===== config.mk =====
export PLATFORM = sky130hd
export DESIGN_NAME = muldiv_unit
export DESIGN_NICKNAME = d
export VERILOG_FILES = /design/src/rtl/muldiv_unit.sv
export SDC_FILE = /design/constraint.sdc
export NUM_CORES = 1
export LEC_CHECK = 0
export ABC_AREA = 0
export BUFFER_PORTS_ARGS = -buffer_cell sky130_fd_sc_hd__clkbuf_2
export CELL_PAD_IN_SITES_DETAIL_PLACEMENT = 1
export CELL_PAD_IN_SITES_GLOBAL_PLACEMENT = 2
export CORE_ASPECT_RATIO = 1.25
export CORE_UTILIZATION = 35
export CTS_CLUSTER_SIZE = 10
export DETAILED_ROUTE_END_ITERATION = 12
export PLACE_DENSITY_LB_ADDON = 0.1
export SYNTH_ARGS = -nofsm -noshare
export SYNTH_HDL_FRONTEND = slang
export SYNTH_SLANG_ARGS = --single-unit

===== constraint.sdc =====
create_clock -name clk -period 5.5 [get_ports clk]
set_clock_uncertainty 0.2 [all_clocks]
set_input_delay 1.65 -clock clk [delete_from_list [all_inputs] [get_ports clk]]
set_output_delay 1.65 -clock clk [all_outputs]
set_load 0.01 [all_outputs]

===== src/rtl/muldiv_unit.sv =====
// Multi-cycle multiply/divide unit. Owns the HI/LO registers, runs
// shift-add multiply and restoring divide one bit per clock, and raises
// busy while an operation is in flight so the pipeline can stall.
module muldiv_unit #(
  parameter int WIDTH = 32
) (
  input  logic             clk,
  input  logic             rst_n,
  input  logic             start,
  input  logic [1:0]       op,
  input  logic [WIDTH-1:0] val1,
  input  logic [WIDTH-1:0] val2,
  input  logic             flush,
  input  logic             hi_we,
  input  logic             lo_we,
  input  logic [WIDTH-1:0] wdata,
  output logic             busy,
  output logic             done,
  output logic [WIDTH-1:0] hi,
  output logic [WIDTH-1:0] lo
);

  localparam int CW = $clog2(WIDTH);
  localparam logic [CW-1:0] LAST = CW'(WIDTH - 1);

  typedef enum logic {IDLE, RUN} state_t;

  state_t               state_q, state_d;
  logic [CW-1:0]        count_q, count_d;
  logic                 is_div_q, is_div_d;
  logic                 neg_res_q, neg_res_d;   // result (product/quotient) needs negation
  logic                 neg_rem_q, neg_rem_d;   // remainder follows a negative dividend
  logic                 div0_q, div0_d;
  logic [WIDTH-1:0]     a_q, a_d;               // multiplicand or divisor magnitude
  logic [2*WIDTH-1:0]   acc_q, acc_d;           // {partial product | remainder, multiplier | quotient}
  logic [WIDTH-1:0]     hi_q, hi_d;
  logic [WIDTH-1:0]     lo_q, lo_d;
  logic                 done_q, done_d;

  // Operand magnitudes and signs at the launch edge
  logic             is_signed;
  logic             s1, s2;
  logic [WIDTH-1:0] mag1, mag2;

  // One iteration of the multiply or divide datapath
  logic [WIDTH:0]       mul_sum;
  logic [2*WIDTH-1:0]   mul_next;
  logic [WIDTH:0]       rem_shift;
  logic [WIDTH:0]       div_diff;
  logic [2*WIDTH-1:0]   div_next;
  logic [2*WIDTH-1:0]   step;
  logic [2*WIDTH-1:0]   prod_fix;
  logic [WIDTH-1:0]     quo_fix;
  logic [WIDTH-1:0]     rem_fix;

  // Datapath: operand conditioning, one iteration, and final sign correction
  always_comb begin
    is_signed = ~op[0];
    s1        = is_signed & val1[WIDTH-1];
    s2        = is_signed & val2[WIDTH-1];
    mag1      = s1 ? -val1 : val1;
    mag2      = s2 ? -val2 : val2;

    mul_sum   = {1'b0, acc_q[2*WIDTH-1:WIDTH]} + (acc_q[0] ? {1'b0, a_q} : {(WIDTH+1){1'b0}});
    mul_next  = {mul_sum, acc_q[WIDTH-1:1]};

    rem_shift = {acc_q[2*WIDTH-1:WIDTH], acc_q[WIDTH-1]};
    div_diff  = rem_shift - {1'b0, a_q};
    if (div_diff[WIDTH]) begin
      div_next = {rem_shift[WIDTH-1:0], acc_q[WIDTH-2:0], 1'b0};
    end else begin
      div_next = {div_diff[WIDTH-1:0], acc_q[WIDTH-2:0], 1'b1};
    end

    step     = is_div_q ? div_next : mul_next;
    prod_fix = neg_res_q ? -step : step;
    // Divide by zero: quotient all ones; remainder path already restores val1
    quo_fix  = div0_q ? {WIDTH{1'b1}} : (neg_res_q ? -step[WIDTH-1:0] : step[WIDTH-1:0]);
    rem_fix  = neg_rem_q ? -step[2*WIDTH-1:WIDTH] : step[2*WIDTH-1:WIDTH];
  end

  // Next-state logic: launch, iterate, flush, result write and MTHI/MTLO
  always_comb begin
    state_d   = state_q;
    count_d   = count_q;
    is_div_d  = is_div_q;
    neg_res_d = neg_res_q;
    neg_rem_d = neg_rem_q;
    div0_d    = div0_q;
    a_d       = a_q;
    acc_d     = acc_q;
    hi_d      = hi_q;
    lo_d      = lo_q;
    done_d    = 1'b0;

    case (state_q)
      IDLE: begin
        if (hi_we) hi_d = wdata;
        if (lo_we) lo_d = wdata;
        if (start) begin
          state_d   = RUN;
          count_d   = '0;
          is_div_d  = op[1];
          neg_res_d = s1 ^ s2;
          neg_rem_d = s1;
          div0_d    = op[1] & (val2 == '0);
          if (op[1]) begin
            a_d   = mag2;
            acc_d = {{WIDTH{1'b0}}, mag1};
          end else begin
            a_d   = mag1;
            acc_d = {{WIDTH{1'b0}}, mag2};
          end
        end
      end
      RUN: begin
        if (flush) begin
          state_d = IDLE;
        end else begin
          acc_d   = step;
          count_d = count_q + 1'b1;
          if (count_q == LAST) begin
            state_d = IDLE;
            done_d  = 1'b1;
            if (is_div_q) begin
              hi_d = rem_fix;
              lo_d = quo_fix;
            end else begin
              hi_d = prod_fix[2*WIDTH-1:WIDTH];
              lo_d = prod_fix[WIDTH-1:0];
            end
          end
        end
      end
      default: state_d = IDLE;
    endcase
  end

  // State register with asynchronous clear of all working state
  always_ff @(posedge clk or negedge rst_n) begin
    if (!rst_n) begin
      state_q   <= IDLE;
      count_q   <= '0;
      is_div_q  <= 1'b0;
      neg_res_q <= 1'b0;
      neg_rem_q <= 1'b0;
      div0_q    <= 1'b0;
      a_q       <= '0;
      acc_q     <= '0;
      hi_q      <= '0;
      lo_q      <= '0;
      done_q    <= 1'b0;
    end else begin
      state_q   <= state_d;
      count_q   <= count_d;
      is_div_q  <= is_div_d;
      neg_res_q <= neg_res_d;
      neg_rem_q <= neg_rem_d;
      div0_q    <= div0_d;
      a_q       <= a_d;
      acc_q     <= acc_d;
      hi_q      <= hi_d;
      lo_q      <= lo_d;
      done_q    <= done_d;
    end
  end

  assign busy = (state_q == RUN);
  assign done = done_q;
  assign hi   = hi_q;
  assign lo   = lo_q;

endmodule


==> reports/qor.csv, run 1 <==
stage,metric,value,unit
status,status,"finished, final reports clean",
cells_and_area,final_common_cell,nand2_1,
pwr,leakagePower,0.00823,uW
timing,drv_slew,0,
timing,timing.final.crit_share,97.1,%
synthesis,synth_area,16000,um2
routing,totalWireLength,75900,um
clock_network,cts_buffers,17,
pwr,internal_power,5050,uW
die,rows,87,
grt,grtUsageTotal,33.2,%
pwr,pwr_density_cell,598,nW/um2
synthesis,synth.area.top_cells,"dfrtp_1, a21oi_1, o21ai_0",
synthesis,ys_async_sr_fraction,100,%
pwr,p_sw_share,54.5,%
critical_path,startpoint_type,register,
timing,worstMarginPinSlew,1270,ps
die,fp.dieW,193,um
critical_path,cp_max_fo,7,
cells_and_area,syn_to_final_growth,16.2,%
routing,via_per_inst,5.90,
synthesis,yosysTopAreaCell,dfrtp_1,
grt,grt_pass1_wl,112000,um
die,die-area,46400,um2
pwr,switching_power,6040,uW
synthesis,synth_top_area_share,26.8,%
cells_and_area,nets,2451,
timing,finalSetupViolCount,0,
placement,finalWeightedCongestion,0.966,
routing,ant_nets,0,
pwr,vdd_ir_drop_max,0.361,mV
placement,placed_area,17800,um2
grt,antenna_found_initial,2,
grt,grt_pass1_vias,17500,
clock_network,cts_tree,yes,
cells_and_area,final_cell_mix,"nand2_1, a21oi_1, o21ai_0",
clock_network,htree_levels,4,
clock_network,worstSkewPairLatency,490,ps
die,io_pins,170,
critical_path,worstPathRequired,5720,ps
pwr,power_frac_clock,12.2,%
die,core-area,45100,um2
synthesis,yosys_register_bits,171,
die,start_util,35.4,%
synthesis,synth_top_flop_cell,dfrtp_1,
synthesis,syn_avg_cell_area,7.55,um2
synthesis,syn_inst,2113,
critical_path,worstPathArrival,5560,ps
timing,min_period,5340,ps
worst_hold_path,hp-class,register to register,
synthesis,synth-seq-area-share,26.8,%
synthesis,synth_nets,2289,
pwr,pwr-share-comb,68.1,%
pwr,finalPower,11100,uW
die,die-height,241,um
timing,fmax,187,MHz
critical_path,crit_type,register to register,
timing,maxSlewHeadroom,14.7,%
cells_and_area,final_cell_area,18500,um2
grt,overflow,0,
synthesis,yosysWarnings,0,
clock_network,clk_pin_slew,90,ps
routing,vias,16900,
clock_network,cts-root-buf,clkbuf_16,
routing,drc,0,
grt,grt_max_degree,88,
timing,final_hold_viol_count,0,
flow_run,maxCapViolations,0,
placement,dpl.hpwl,60700,um
pwr,sequentialPowerShare,19.7,%
clock_network,clock-sinks,171,
cells_and_area,drive_gt1_share,15.9,%
synthesis,synth-edff-count,0,
routing,drt_iter0_drc,972,
clock_network,cts_buffer_depth,2,
critical_path,end_kind,register,
synthesis,synth_cell_type_count,89,
clock_network,cts.hold.buffers_added,0,
routing,wl_per_cell,26.5,um
cells_and_area,utilization,41.1,%
cells_and_area,nFillCells,5631,
routing,dr.pass1.iters,7,
placement,io_buffers,169,
[power by group through the flow]
stage          sequential, uW  combinational, uW  clock, uW
4_1_cts                  2190               7470       1370
3_5_place_dp             2210               7420          0
2_1_floorplan            2070               4600          0
5_1_grt                  2240               8110       1420
3_3_place_gp             2190               7350          0
6_report                 2190               7550       1350
[final cells by class]
cell class / instances / area, um2 / share of cell area [%]
antenna: 1 / 2.50 / 0.0135
clock inverter: 15 / 218 / 1.17
tap: 578 / 723 / 3.90
sequential: 171 / 4290 / 23.1
clock buffer: 17 / 425 / 2.29
multi-input combinational: 1749 / 11000 / 59.3
inverter: 70 / 265 / 1.43
timing repair buffer: 266 / 1630 / 8.81
[cells in the mapped netlist (all sizes together), types with 27 or more instances]
library cell and n:
clkbuf 94, a21o 28, nor2 189, ha 70
o22ai 27, nand2 263, a31oi 27, xor2 72
nor3 53, and2 39, inv 70, xnor2 88
a21oi 219, buf 29, mux2i 56, dfrtp 171
o21ai 218
[path summary, 6_finish.rpt]
kind,start,to,slack (ps),cells after the start
setup / recovery,a_q[10],hi[27],160,18
hold / removal,hi[1],hi[1],290,2
setup reg to reg,a_q[10],hi[27],160,18
hold reg to reg,hi[1],hi[1],290,2
max in group asynchronous,rst_n,a_q[16],2890,2
min in group asynchronous,rst_n,hi[23],1030,1
[metal layers]
layer | global-route usage (%) | share of wire, % | up-vias
met2 | 57.9 | 50 | 368
met4 | 17.2 | 5.4 | 0
met3 | 4.29 | 3.4 | 113
li1 | - | - | 7948
met1 | 39.5 | 41 | 8497
met5 | 0 | 0 | -
[logic make-up after synthesis]
group                      synth area share (%)
and+or+nand+nor                            21.9
AOI/OAI and AO/OA                          27.3
buffers and inverters                      4.83
DFF                                        26.8
xor gates and xnor gates                   8.78
muxes                                      4.64
adders and majority gates                  5.74
[repair_timing]
| item | 4_1_cts | 5_1_grt |
|---|---|---|
| endpoints found under the setup margin | 0 | 16 |
| resized for setup | 0 | 10 |
| buffers inserted | 0 | 1 |
[per-stage QoR]
stage / worst slack, ps / TNS [ps] / cells / hold slack (ps)
after floorplan: 447 / 0 / 2113 / 257
after global placement: 183 / 0 / 2833 / 267
after detailed placement: 99.0 / 0 / 2833 / 274
after CTS: 85.6 / 0 / 2865 / 293
after global routing: -18.5 / -40.3 / 2866 / 312
final: 159 / 0 / 2867 / 289
[sequential cells by signal (all words and copies together) (netlist names)]
name       cells
done           1
a_q           32
neg_res_q      1
hi            32
acc_q         64
busy           1
lo            32
is_div_q       1
neg_rem_q      1
div0_q         1
count_q        5
[critical path, stage by stage (launching register included)]
cell and delay, ps:
dfrtp_1 500, inv_1 80, ha_1 430, nand4_1 190, nor3_1 400, o221ai_4 190, a21bo_4 270, a2111oi_0 620
buf_4 210, a221oi_1 80, o21bai_1 300, or2_2 360, nor3b_1 380, buf_4 210, a41oi_1 120, xor2_1 320
buf_4 180, mux2i_1 60, a21oi_1 170
Note: power is estimated with default switching activity, not from simulation.
==> run 2, diff against run 1 <==
--- a/config.mk
+++ b/config.mk
@@ -14,6 +14,7 @@
 export CTS_CLUSTER_SIZE = 10
 export DETAILED_ROUTE_END_ITERATION = 12
 export PLACE_DENSITY_LB_ADDON = 0.1
+export RECOVER_POWER = 25
 export SYNTH_ARGS = -nofsm -noshare
 export SYNTH_HDL_FRONTEND = slang
 export SYNTH_SLANG_ARGS = --single-unit
==> reports/qor.csv, run 2 (synthesis results as in run 1) <==
stage,metric,value,unit,change
status,status,finished with violations,,
status,violations,"capacitance limit, slew limit",,
critical_path,reg2reg_slack,170,ps,about the same
clock_network,cts.hold.buffers_added,0,,unchanged
cells_and_area,drive_gt1_share,15.9,%,unchanged
pwr,pwr_density_cell,599,nW/um2,about the same
timing,fmax,188,MHz,+0.22%
placement,finalWeightedCongestion,0.966,,unchanged
routing,wl_per_cell,26.5,um,about the same
critical_path,cp_max_fo,7,,unchanged
flow_run,maxCapViolations,2,,+2
clock_network,cts_buffer_depth,2,,unchanged
grt,grtUsageTotal,33.2,%,unchanged
cells_and_area,seqCellArea,4290,um2,unchanged
critical_path,startpoint_type,register,,
critical_path,worst_path_most_repeated_cell,buf_4,,
routing,vias,17000,,+0.28%
routing,ant_nets,0,,unchanged
die,core-area,45100,um2,unchanged
grt,grt_pass1_wl,112000,um,unchanged
critical_path,worstPathRequired,5720,ps,about the same
timing,maxSlewHeadroom,-73.2,%,-88 points
cells_and_area,syn_to_final_growth,16.0,%,
clock_network,clock-sinks,171,,unchanged
critical_path,r2r_cells,17,,-1
routing,dr_wl_met2,38400,um,+0.16%
timing,timing.final.crit_share,96.9,%,-0.21 points
grt,overflow,0,,unchanged
placement,pre_cts_ws,99.0,ps,unchanged
timing,final_hold_viol_count,0,,unchanged
routing,via_per_inst,5.92,,+0.28%
critical_path,crit_type,register to register,,
worst_hold_path,min-delay-start,lo[15],,
clock_network,worstSkewPairLatency,490,ps,about the same
die,rows,87,,unchanged
cells_and_area,final_cell_mix,"nand2_1, a21oi_1, o21ai_0",,
cells_and_area,nFillCells,5635,,+0.071%
critical_path,rr_endpoint,hi[27],,
critical_path,path_cells,"ha_1, nand2_1, nor3_1, o221ai_4, a21bo_4, a2111oi_0, buf_4, a221oi_1, o21bai_1, or2_2, nor3b_1, buf_4, a41oi_1, xor2_1, buf_4, mux2i_1, a21oi_1",,
pwr,vdd_ir_drop_max,0.359,mV,-0.51%
die,io_pins,170,,unchanged
critical_path,timing.rr.start,acc_q[46],,
clock_network,cts_buffers,17,,unchanged
cells_and_area,largest_reg_flops,64,,unchanged
die,die-height,241,um,unchanged
timing,setup_ws,171,ps,+11.8 ps
routing,met3_length,2530,um,-2.0%
routing,dr.pass1.iters,7,,unchanged
routing,drt_iter0_drc,993,,+2.2%
grt,antenna_found_initial,2,,unchanged
critical_path,worstPathArrival,5550,ps,about the same
die,fp.dieW,193,um,unchanged
timing,drv_slew,146,,+146
critical_path,cp_top_family,compound AO/OA/AOI/OAI gates,,
critical_path,end_kind,register,,
routing,top_layer,met4,,
grt,grt_pass1_vias,17500,,unchanged
die,start_util,35.4,%,unchanged
placement,dpl.hpwl,60700,um,unchanged
worst_hold_path,hp-class,register to register,,
timing,finalSetupViolCount,0,,unchanged
critical_path,crit_buf_inv,3,,-1
timing,min_period,5330,ps,-11.8 ps
routing,drc,0,,unchanged
grt,grt_max_degree,88,,unchanged
clock_network,cts_tree,yes,,
cells_and_area,multiInputGateArea,11000,um2,unchanged
routing,wl_met1,30900,um,-0.32%
clock_network,clk_pin_slew,90,ps,about the same
cells_and_area,largest-register,acc_q,,
clock_network,cts-root-buf,clkbuf_16,,
critical_path,slowest_stage,a2111oi_0,,
clock_network,htree_levels,4,,unchanged
cells_and_area,nets,2451,,unchanged
cells_and_area,final_common_cell,nand2_1,,
placement,io_buffers,169,,unchanged
worst_hold_path,min_to,lo[15],,
pwr,finalPower,11100,uW,about the same
die,die-area,46400,um2,unchanged
pwr,leakagePower,0.00822,uW,about the same
critical_path,crit_start,acc_q[46],,
worst_hold_path,whs_path_depth,2,,unchanged
timing,worstMarginPinSlew,2600,ps,+1330 ps
routing,totalWireLength,75900,um,about the same
critical_path,max_stage_delay,650,ps,+30 ps
==> run 2: cell type report <==
class	count	area share (%)
Multi-Input combinational cell	1749	59.3
Sequential cell	171	23.2
Timing Repair Buffer	266	8.70
Tap cell	578	3.91
Clock buffer	17	2.30
Inverter	70	1.43
Clock inverter	15	1.18
Antenna cell	1	0.0135
==> run 2: power by group <==
part           internal (uW)  switching [uW]  leakage, uW
Clock                    668             683     0.000311
Combinational           2710            4840      0.00582
Sequential              1670             515      0.00209
==> run 2: how the worst max path moves through the flow <==
stage	end	slack, ps	depth (start not counted)
finish	hi[27]	170	17
global route	hi[30]	-20	20
CTS	hi[24]	90	22
detailed placement	hi[24]	100	22
global placement	hi[24]	180	22
floorplan	hi[24]	450	21
==> run 2: tightest hold or removal path, cell delays in order (launching register included) <==
cell	delay [ps]
dfrtp_1	350
nand2_1	50
o21ai_0	60
==> run 2: metal layers <==
metal	GRT usage (%)	up-vias
met5	0	-
met4	17.2	0
met3	4.29	115
met2	57.9	367
met1	39.5	8547
li1	-	7945
==> run 2: stage by stage <==
| stage | hold slack [ps] | std cells | cell area [um2] | TNS (ps) | utilization (%) |
|---|---|---|---|---|---|
| global route | 312 | 2866 | 18500 | -40.3 | 41.1 |
| CTS | 293 | 2865 | 18500 | 0 | 41.0 |
| detailed placement | 274 | 2833 | 17800 | 0 | 39.6 |
| global placement | 267 | 2833 | 17800 | 0 | 39.6 |
| finish | 289 | 2867 | 18500 | 0 | 41.1 |
| floorplan | 257 | 2113 | 16000 | 0 | - |
==> run 2: repair_timing <==
action | CTS | global route
endpoints found under the setup margin | 0 | 16
resized for setup | 0 | 10
buffers inserted | 0 | 1
